### src/rtl/wb_rf_pkg.sv
// ---------------------------------------------------------------------------
// wb_rf_pkg -- shared constants and types for the WriteBack register file.
//   NREGS/AW/DW      : register count, index width, data width
//   PC_IDX           : architectural index aliased to the program counter
//   MAX_INFLIGHT     : outstanding writes tracked per register
//   reg_idx_t, word_t, sb_cnt_t : index, data word and scoreboard count types
// ---------------------------------------------------------------------------
package wb_rf_pkg;
    localparam int unsigned NREGS        = 16;
    localparam int unsigned AW           = 4;
    localparam int unsigned DW           = 32;
    localparam int unsigned PC_IDX       = 15;
    localparam int unsigned MAX_INFLIGHT = 3;

    typedef logic [AW-1:0] reg_idx_t;
    typedef logic [DW-1:0] word_t;
    typedef logic [1:0]    sb_cnt_t;
endpackage

### src/rtl/wb_regfile_sb_if.sv
// ---------------------------------------------------------------------------
// wb_regfile_sb_if -- WriteBack-to-register-file commit bus.
//   wb_reg_write : RegWriteOut, commit request
//   wb_pc_src    : PCSrcOut, an R15 commit becomes a fetch redirect
//   wb_rd        : RdOut, full-width destination (only low AW bits index)
//   wb_data      : OutData, value to commit
// Modports: master = WriteBack stage, slave = register file.
// ---------------------------------------------------------------------------
interface wb_regfile_sb_if;
    import wb_rf_pkg::*;

    logic  wb_reg_write;
    logic  wb_pc_src;
    word_t wb_rd;
    word_t wb_data;

    modport master (output wb_reg_write, output wb_pc_src, output wb_rd, output wb_data);
    modport slave  (input  wb_reg_write, input  wb_pc_src, input  wb_rd, input  wb_data);
endinterface

### src/rtl/wb_sb_counter.sv
// ---------------------------------------------------------------------------
// wb_sb_counter -- per-register pending-write counter (2-bit, saturating).
//   clk, rst  : clock, synchronous active-high reset
//   inc       : an instruction writing this register issued
//   dec       : WriteBack retired a write to this register
//   count     : outstanding writes
//   underflow : combinational, dec seen while count is zero
// ---------------------------------------------------------------------------
module wb_sb_counter
    import wb_rf_pkg::*;
(
    input  logic    clk,
    input  logic    rst,
    input  logic    inc,
    input  logic    dec,
    output sb_cnt_t count,
    output logic    underflow
);

    always_comb begin
        underflow = dec & (count == '0);
    end

    // Simultaneous inc and dec cancel; both ends saturate.
    always_ff @(posedge clk) begin
        if (rst) begin
            count <= '0;
        end else if (inc && !dec && count != '1) begin
            count <= count + 2'd1;
        end else if (dec && !inc && count != '0) begin
            count <= count - 2'd1;
        end
    end

endmodule

### src/rtl/wb_regfile_sb.sv
// ---------------------------------------------------------------------------
// wb_regfile_sb -- architectural register file with pending-write scoreboard.
//   clk, rst         : clock, synchronous active-high reset
//   wb (slave)       : WriteBack commit bus
//   ra1/ra2, rd1/rd2 : combinational decode read ports
//   ra1_used/ra2_used: operand participates in the RAW hazard check
//   iss_valid/iss_writes/iss_rd : instruction issue from decode
//   stall            : issue blocked (RAW hazard or destination saturated)
//   pc_redirect/pc_target : one-cycle redirect pulse when WB writes R15
//   err_addr         : sticky, commit with nonzero wb_rd upper bits
//   err_underflow    : sticky, retirement of a register with no pending write
// Optional build macro WB_REGFILE_BYPASS_EN: same-cycle WB data forwarding to
// the read ports and early release of the last pending write in the stall
// check. Without it reads see stored values and busy follows the count only.
// ---------------------------------------------------------------------------
module wb_regfile_sb
    import wb_rf_pkg::*;
(
    input  logic              clk,
    input  logic              rst,
    wb_regfile_sb_if.slave    wb,
    input  reg_idx_t          ra1,
    input  reg_idx_t          ra2,
    input  logic              ra1_used,
    input  logic              ra2_used,
    output word_t             rd1,
    output word_t             rd2,
    input  logic              iss_valid,
    input  logic              iss_writes,
    input  reg_idx_t          iss_rd,
    output logic              stall,
    output logic              pc_redirect,
    output word_t             pc_target,
    output logic              err_addr,
    output logic              err_underflow
);

    localparam sb_cnt_t SB_FULL = sb_cnt_t'(MAX_INFLIGHT);

    word_t            regs [NREGS];
    sb_cnt_t          cnt  [NREGS];
    logic [NREGS-1:0] inc_vec;
    logic [NREGS-1:0] dec_vec;
    logic [NREGS-1:0] unf_vec;
    logic [NREGS-1:0] busy_vec;

    reg_idx_t wb_idx;
    logic     addr_ok;
    logic     commit;
    logic     pc_write;
    logic     wr_en;
    logic     do_issue;

    // Commit decode. A suppressed R15 write still retires its scoreboard entry.
    always_comb begin
        wb_idx   = wb.wb_rd[AW-1:0];
        addr_ok  = (wb.wb_rd[DW-1:AW] == '0);
        commit   = wb.wb_reg_write & addr_ok;
        pc_write = commit & wb.wb_pc_src & (wb_idx == reg_idx_t'(PC_IDX));
        wr_en    = commit & ~pc_write;
        do_issue = iss_valid & iss_writes & ~stall;
    end

    always_comb begin
        inc_vec  = '0;
        dec_vec  = '0;
        busy_vec = '0;
        for (int unsigned i = 0; i < NREGS; i++) begin
            inc_vec[i] = do_issue & (iss_rd == reg_idx_t'(i));
            dec_vec[i] = commit & (wb_idx == reg_idx_t'(i));
`ifdef WB_REGFILE_BYPASS_EN
            busy_vec[i] = (cnt[i] != '0) & ~((cnt[i] == 2'd1) & dec_vec[i]);
`else
            busy_vec[i] = (cnt[i] != '0);
`endif
        end
    end

    // stall depends on busy (driven by WB only), never on inc, so no loop.
    always_comb begin
        stall = iss_valid & ((ra1_used & busy_vec[ra1]) |
                             (ra2_used & busy_vec[ra2]) |
                             (iss_writes & (cnt[iss_rd] == SB_FULL)));
    end

    for (genvar g = 0; g < NREGS; g++) begin : g_cnt
        wb_sb_counter u_cnt (
            .clk       (clk),
            .rst       (rst),
            .inc       (inc_vec[g]),
            .dec       (dec_vec[g]),
            .count     (cnt[g]),
            .underflow (unf_vec[g])
        );
    end

    always_comb begin
`ifdef WB_REGFILE_BYPASS_EN
        rd1 = (wr_en && wb_idx == ra1) ? wb.wb_data : regs[ra1];
        rd2 = (wr_en && wb_idx == ra2) ? wb.wb_data : regs[ra2];
`else
        rd1 = regs[ra1];
        rd2 = regs[ra2];
`endif
    end

    always_ff @(posedge clk) begin
        if (rst) begin
            for (int unsigned i = 0; i < NREGS; i++) begin
                regs[i] <= '0;
            end
            pc_redirect   <= 1'b0;
            pc_target     <= '0;
            err_addr      <= 1'b0;
            err_underflow <= 1'b0;
        end else begin
            if (wr_en) begin
                regs[wb_idx] <= wb.wb_data;
            end
            pc_redirect <= pc_write;
            if (pc_write) begin
                pc_target <= wb.wb_data;
            end
            if (wb.wb_reg_write && !addr_ok) begin
                err_addr <= 1'b1;
            end
            if (|unf_vec) begin
                err_underflow <= 1'b1;
            end
        end
    end

endmodule
### src/flat_wrapper.sv
// flat-port wrapper written by rule: the top's interface ports become plain ports
module wb_regfile_sb_flat import wb_rf_pkg::*;
  (clk, rst, ra1, ra2, ra1_used, ra2_used, rd1, rd2, iss_valid, iss_writes, iss_rd, stall, pc_redirect, pc_target, err_addr, err_underflow, wb_wb_reg_write, wb_wb_pc_src, wb_wb_rd, wb_wb_data);
  wb_regfile_sb_if wb_i ();
  input  logic clk;
  input  logic rst;
  input  reg_idx_t ra1;
  input  reg_idx_t ra2;
  input  logic ra1_used;
  input  logic ra2_used;
  output word_t rd1;
  output word_t rd2;
  input  logic iss_valid;
  input  logic iss_writes;
  input  reg_idx_t iss_rd;
  output logic stall;
  output logic pc_redirect;
  output word_t pc_target;
  output logic err_addr;
  output logic err_underflow;
  input wire logic [$bits(wb_i.wb_reg_write)-1:0] wb_wb_reg_write;
  input wire logic [$bits(wb_i.wb_pc_src)-1:0] wb_wb_pc_src;
  input wire logic [$bits(wb_i.wb_rd)-1:0] wb_wb_rd;
  input wire logic [$bits(wb_i.wb_data)-1:0] wb_wb_data;
  assign wb_i.wb_reg_write = wb_wb_reg_write;
  assign wb_i.wb_pc_src = wb_wb_pc_src;
  assign wb_i.wb_rd = wb_wb_rd;
  assign wb_i.wb_data = wb_wb_data;
  wb_regfile_sb u_core (.clk(clk), .rst(rst), .wb(wb_i), .ra1(ra1), .ra2(ra2), .ra1_used(ra1_used), .ra2_used(ra2_used), .rd1(rd1), .rd2(rd2), .iss_valid(iss_valid), .iss_writes(iss_writes), .iss_rd(iss_rd), .stall(stall), .pc_redirect(pc_redirect), .pc_target(pc_target), .err_addr(err_addr), .err_underflow(err_underflow));
endmodule
### config.mk
export PLATFORM = sky130hd
export DESIGN_NAME = wb_regfile_sb_flat
export DESIGN_NICKNAME = d
export VERILOG_FILES = /design/src/rtl/wb_rf_pkg.sv /design/src/rtl/wb_regfile_sb_if.sv /design/src/rtl/wb_sb_counter.sv /design/src/rtl/wb_regfile_sb.sv /design/src/flat_wrapper.sv
export SDC_FILE = /design/constraint.sdc
export NUM_CORES = 1
export LEC_CHECK = 0
export BUFFER_PORTS_ARGS = -buffer_cell sky130_fd_sc_hd__clkbuf_2
export CELL_PAD_IN_SITES_DETAIL_PLACEMENT = 1
export CELL_PAD_IN_SITES_GLOBAL_PLACEMENT = 2
export CORE_UTILIZATION = 40
export CTS_BUF_LIST = sky130_fd_sc_hd__clkbuf_4 sky130_fd_sc_hd__clkbuf_8
export CTS_CLUSTER_DIAMETER = 60
export DETAILED_ROUTE_END_ITERATION = 8
export PLACE_DENSITY = 0.8
export SETUP_SLACK_MARGIN = 0.05
export SLEW_MARGIN = 20
export SYNTH_ARGS = -nofsm -noshare
export SYNTH_HDL_FRONTEND = slang
export SYNTH_SLANG_ARGS = --single-unit
### constraint.sdc
create_clock -name clk -period 5.1 [get_ports clk]
set_clock_uncertainty 0.2 [all_clocks]
set_input_delay 0.51 -clock clk [delete_from_list [all_inputs] [get_ports clk]]
set_output_delay 0.51 -clock clk [all_outputs]
set_load 0.02 [all_outputs]
# After elaboration in Yosys (flattened, before gate mapping)
# Memories as Yosys holds them, arrays and structs flattened.
# Index checks and enable logic that the tools add are counted.
# Widths: inputs -> output; s select.
# totals
reg_bits	67
output_inout_bits	100
memories	1
ramBits	512
word_cells	364
inputBits	84
# op_classes
eq_ne	47
n_mux	47
bitwise_logic	63
add_sub_neg	32
reduce_logical	151
n_lt_le_gt_ge	3
# memory_table
name	words	word_bits	read_ports	rd_ports_with_merged_regs	write_ports	line	text
u_core.regs	16	32	2	0	16	wb_regfile_sb.sv:40	word_t regs [NREGS];
# ops
op	n
$mux 2	34
$logic_and 1x1->1	65
$eq 4x4->1 const B	16
$reduce_bool 2->1	32
$and 1x1->1	58
$logic_not 1->1	33
$add 2x1->2 const B	16
$eq 4x3->1 const B	8
$logic_not 2->1	16
$mux 32	1
$ne 2x2->1 const B	16
$reduce_or 32->1	1
$sub 2x1->2 const B	16
$logic_not 28->1	1
$eq 4x2->1 const B	4
$reduce_or 16->1	1
$lt 4x5->1 const B	2
$bmux 1 s4	2
$bmux 2 s4	1
$eq 4x1->1 const B	2
$logic_not 4->1	2
$mux 1	8
$ge 5x5->1 const B	1
$not 4->5	1
other kinds (4)	6

# Depth between registers and ports, before layout
# logic_depth
depth_word	16
ltp_mapped	12

# By module
# From an unflattened synthesis, not the netlist that was laid out.
# unflattened
cells_unflattened	2210
area_unflattened_um2	30105.1
# modules_own_cells
mod	instances	area_each_um2	seq_area_each_um2	cells_per_inst
wb_regfile_sb	1	28203.3	16075.4	2002
wb_sb_counter	16	118.9	40.0	13

# Worst setup path before layout
# No wires, ideal clock.
# synth_timing
kind	in2out
from	input ra2[0]
to	output rd2[11]
path_stages	5
path_slack_ns	1.472
arrival_time_ns	2.918
cell_sequence	clkbuf_1 -> buf_1 -> buf_1 -> mux4_2 -> mux4_2
# synth_between
elab_chain_cells	1
# synth_rtl
item	line	text
start: declaration	flat_wrapper.sv:8	input reg_idx_t ra2;
$mem_v2 16x32	-	
end: declaration	flat_wrapper.sv:12	output word_t rd2;
# Every way passes these cells.

# Final worst setup path
# layout_timing
from	register u_core.g_cnt[5].u_cnt.count[0]
to	output stall
# layout_between
elab_chain_cells	7
elab_cells_between_ends	15
# layout_rtl
item	line	text
start: declaration	wb_sb_counter.sv:16	output sb_cnt_t count,
start signal: assignment	wb_sb_counter.sv:29	count <= count + 2'd1;
start signal: assignment	wb_sb_counter.sv:31	count <= count - 2'd1;
$bmux 2 s4 or $reduce_bool 2->1 (tied branches)	wb_regfile_sb.sv:83, wb_regfile_sb.sv:74	
$mux 2 (not written as such) (tied with other cells) (2 in series)	wb_regfile_sb.sv:83	(iss_writes & (cnt[iss_rd] == SB_FULL)));
$eq 2x2->1 (tied with other cells)	wb_regfile_sb.sv:83	
$and 1x1->1 or $or 1x1->1 (tied branches)	wb_regfile_sb.sv:83, wb_regfile_sb.sv:81	
$or 1x1->1 *	wb_regfile_sb.sv:82	(ra2_used & busy_vec[ra2]) |
$and 1x1->1 *	wb_regfile_sb.sv:81	stall = iss_valid & ((ra1_used & busy_vec[ra1]) |
end: declaration	flat_wrapper.sv:16	output logic stall;
# Mark *: on every way between the ends. The rest lies on a longest branch, timed or not. The select of a mux whose other input is x is not followed.

==> metrics.txt <==
total wire length 100 mm; Critical Path Fanout Max 30; Post-synth EDFFs 512; ys async rst share 0%; HP Class input port to register; Startpoint Class register; Setup TNS 0 ns; share of cells above drive strength 1 33.8%; All-Layer GR Usage 25.8%; H-tree Lvls 3; DP Wirelength 57.6 mm; Worst VDD drop 176 uV; Max Cap Viol 0; P_leak 11.9 nW; outcome finished clean; via count 20300; fmax 257 MHz; GR Overflow Total 0; gpl congestion 0.823; synth unique cells 60; antenna viol nets, final 0; Finished Layout Cells 3358; first-pass GRT wire length 146 mm; Mapped Cells 2091; port buffer count 183; Finished Cell Area 35000 um2; # nets final 2331; initial drt markers 2049; clk slew on worst S/H paths 0.06 ns; Critical Path RT 4.39 ns; kind of critical path register to output pin; Core Box Area 75900 um2; drt via density 6.05; Final period util 76.3%; Routed wire per std cell 29.8 um; worst slew pin tran 1.06 ns; die span in x 279 um; Residual DRC 0; Synth Net Count 2175; Post-CTS Setup Inserts 0; Worst-Skew Late Latency 0.71 ns; pin count of the biggest net entering global routing 129; max_slew headroom 28.9%; drt first pass iters 5; Main synth FF type edfxtp_1; number of synthesized register bits 579; root buffer cell clkbuf_8; RSZ-0062 raised after global routing false; initial core utilization 40.5%; Slew Viols, Final 0; CTS tree done; clock buffer count from CTS 99; die area 78000 um2; Ys Warns 0; vias in the first global route 21700; die span in y 279 um; sequential area share after synthesis 54.4%; io pins 184; DP Area 32900 um2; Area Overhead vs Synth 13.9%; Clock Path Buffers 3; dpl cells 3164; PD cells 318 nW/um2; initial antenna violation count 5; Critical Path AT 3.18 ns; Synth Cell Area 30700 um2; clock period minus worst slack 3.89 ns; row count 101; CP endpoint kind output pin; Hold Vio Cnt, Final 0; Fillers 7504; Sink Count 579; Mean Syn Cell Area 14.7 um2; Setup violations, final 0
==> layout make-up <==
class                      count  area [um2]  share of cell area [%]
sequential                   579       16700                    47.7
inverter                       8        30.0                  0.0857
multi-input combinational   1308       13400                    38.2
antenna                        2        5.00                  0.0143
tap                         1030        1290                    3.68
clock buffer                 152        1820                    5.21
timing repair buffer         251        1610                    4.59
clock inverter                28         184                   0.525
==> layer usage <==
metal	track usage, %	vias to the layer above	wire, um
met1	34.2	10900	39700
met3	3.77	140	7580
met2	44.0	909	50400
met4	7.66	0	2230
li1	-	8394	-
met5	0	-	0
==> through the flow <==
step           setup slack [ns]  hold WS [ns]  util [%]  total power (W)
6_report                   1.21        0.0570      46.1           0.0111
3_5_place_dp              0.948         0.246      43.3          0.00689
2_1_floorplan              1.47         0.272         -          0.00637
5_1_grt                    1.11        0.0400      46.1           0.0115
4_1_cts                   0.802       0.00319      46.1           0.0112
3_3_place_gp               1.08         0.239      43.3          0.00684
==> placed cells by master, fill, tap and decap left out, types with 21 or more instances in the layout <==
master	instances
and2_1	515
edfxtp_1	512
mux4_2	331
clkbuf_2	176
clkbuf_8	111
nand2_1	91
dfxtp_1	67
a21oi_1	61
buf_4	50
nor2_1	49
clkbuf_4	43
nor3_1	37
o21ai_0	29
or2_2	21
==> final timing paths <==
kind / from / to / slack (ns) / cells past startpoint
worst max register to register: u_core.g_cnt[5].u_cnt.count[0] / u_core.g_cnt[10].u_cnt.count[0] / 1.77 / 8
worst max-delay path: u_core.g_cnt[5].u_cnt.count[0] / stall / 1.21 / 7
worst min register to register: u_core.pc_target[21] / u_core.pc_target[21] / 0.25 / 2
worst min-delay path: wb_wb_data[0] / u_core.pc_target[0] / 0.06 / 3
==> worst max-delay path, stage by stage (launching register included) <==
cell       delay [ns]
dfxtp_1          0.49
nor2_1           0.16
a2111oi_0        0.47
o31ai_1          0.15
a32oi_1          0.24
a221o_2          0.58
and2_1           0.21
clkbuf_2         0.16
==> power by group <==
group / total [W] / switching, W / internal (W)
clock network: 0.00433 / 0.00200 / 0.00233
registers: 0.00547 / 0.000113 / 0.00536
logic: 0.00132 / 0.000739 / 0.000578
==> timing repair <==
action | CTS | global route
hold buffers | 12 | 0
gates resized for setup | 0 | 0
endpoints found under the hold margin | 12 | 0
==> synth_stat cells (6+ instances only) <==
library cell  instances  area (um2)
mux4_2              331        7450
nor4b_1               7        61.3
a21oi_1              61         305
buf_1                35         131
nor3b_1               7        52.6
nor3_1               38         190
o21ai_0              29         145
or2_2                21         131
or3_1                 6        37.5
nand2b_1             11        68.8
nand3b_1              8        60.1
o31ai_1               9        67.6
nand3_1              10        50.1
clkbuf_1            157         589
edfxtp_1            512       15400
and2_1              515        3220
dfxtp_1              67        1340
mux2i_1               8        80.1
nor4bb_1              6        60.1
inv_1                 8        30.0
nand2_1              92         345
nor2_1               64         240
nor4_1               14        87.6
==> kinds of logic (layout without fill, tap and decap cells) <==
logic type             after synthesis  after routing  share of synthesized area, %
AND/OR/NAND/NOR                    827            827                          15.7
flip-flops                         579            579                          54.4
multiplexers                       339            339                          24.5
buffers and inverters              204            439                          2.54
AO/OA/AOI/OAI                      142            142                          2.87
other                                0              2                             0
==> state kept, by name (all words and copies together), names as in the netlist <==
signal / count
u_core.regs: 512
u_core.g_cnt.u_cnt.count: 32
u_core.pc_target: 32
u_core.err_addr: 1
u_core.err_underflow: 1
u_core.pc_redirect: 1
Power figures use the tool's default switching activity.
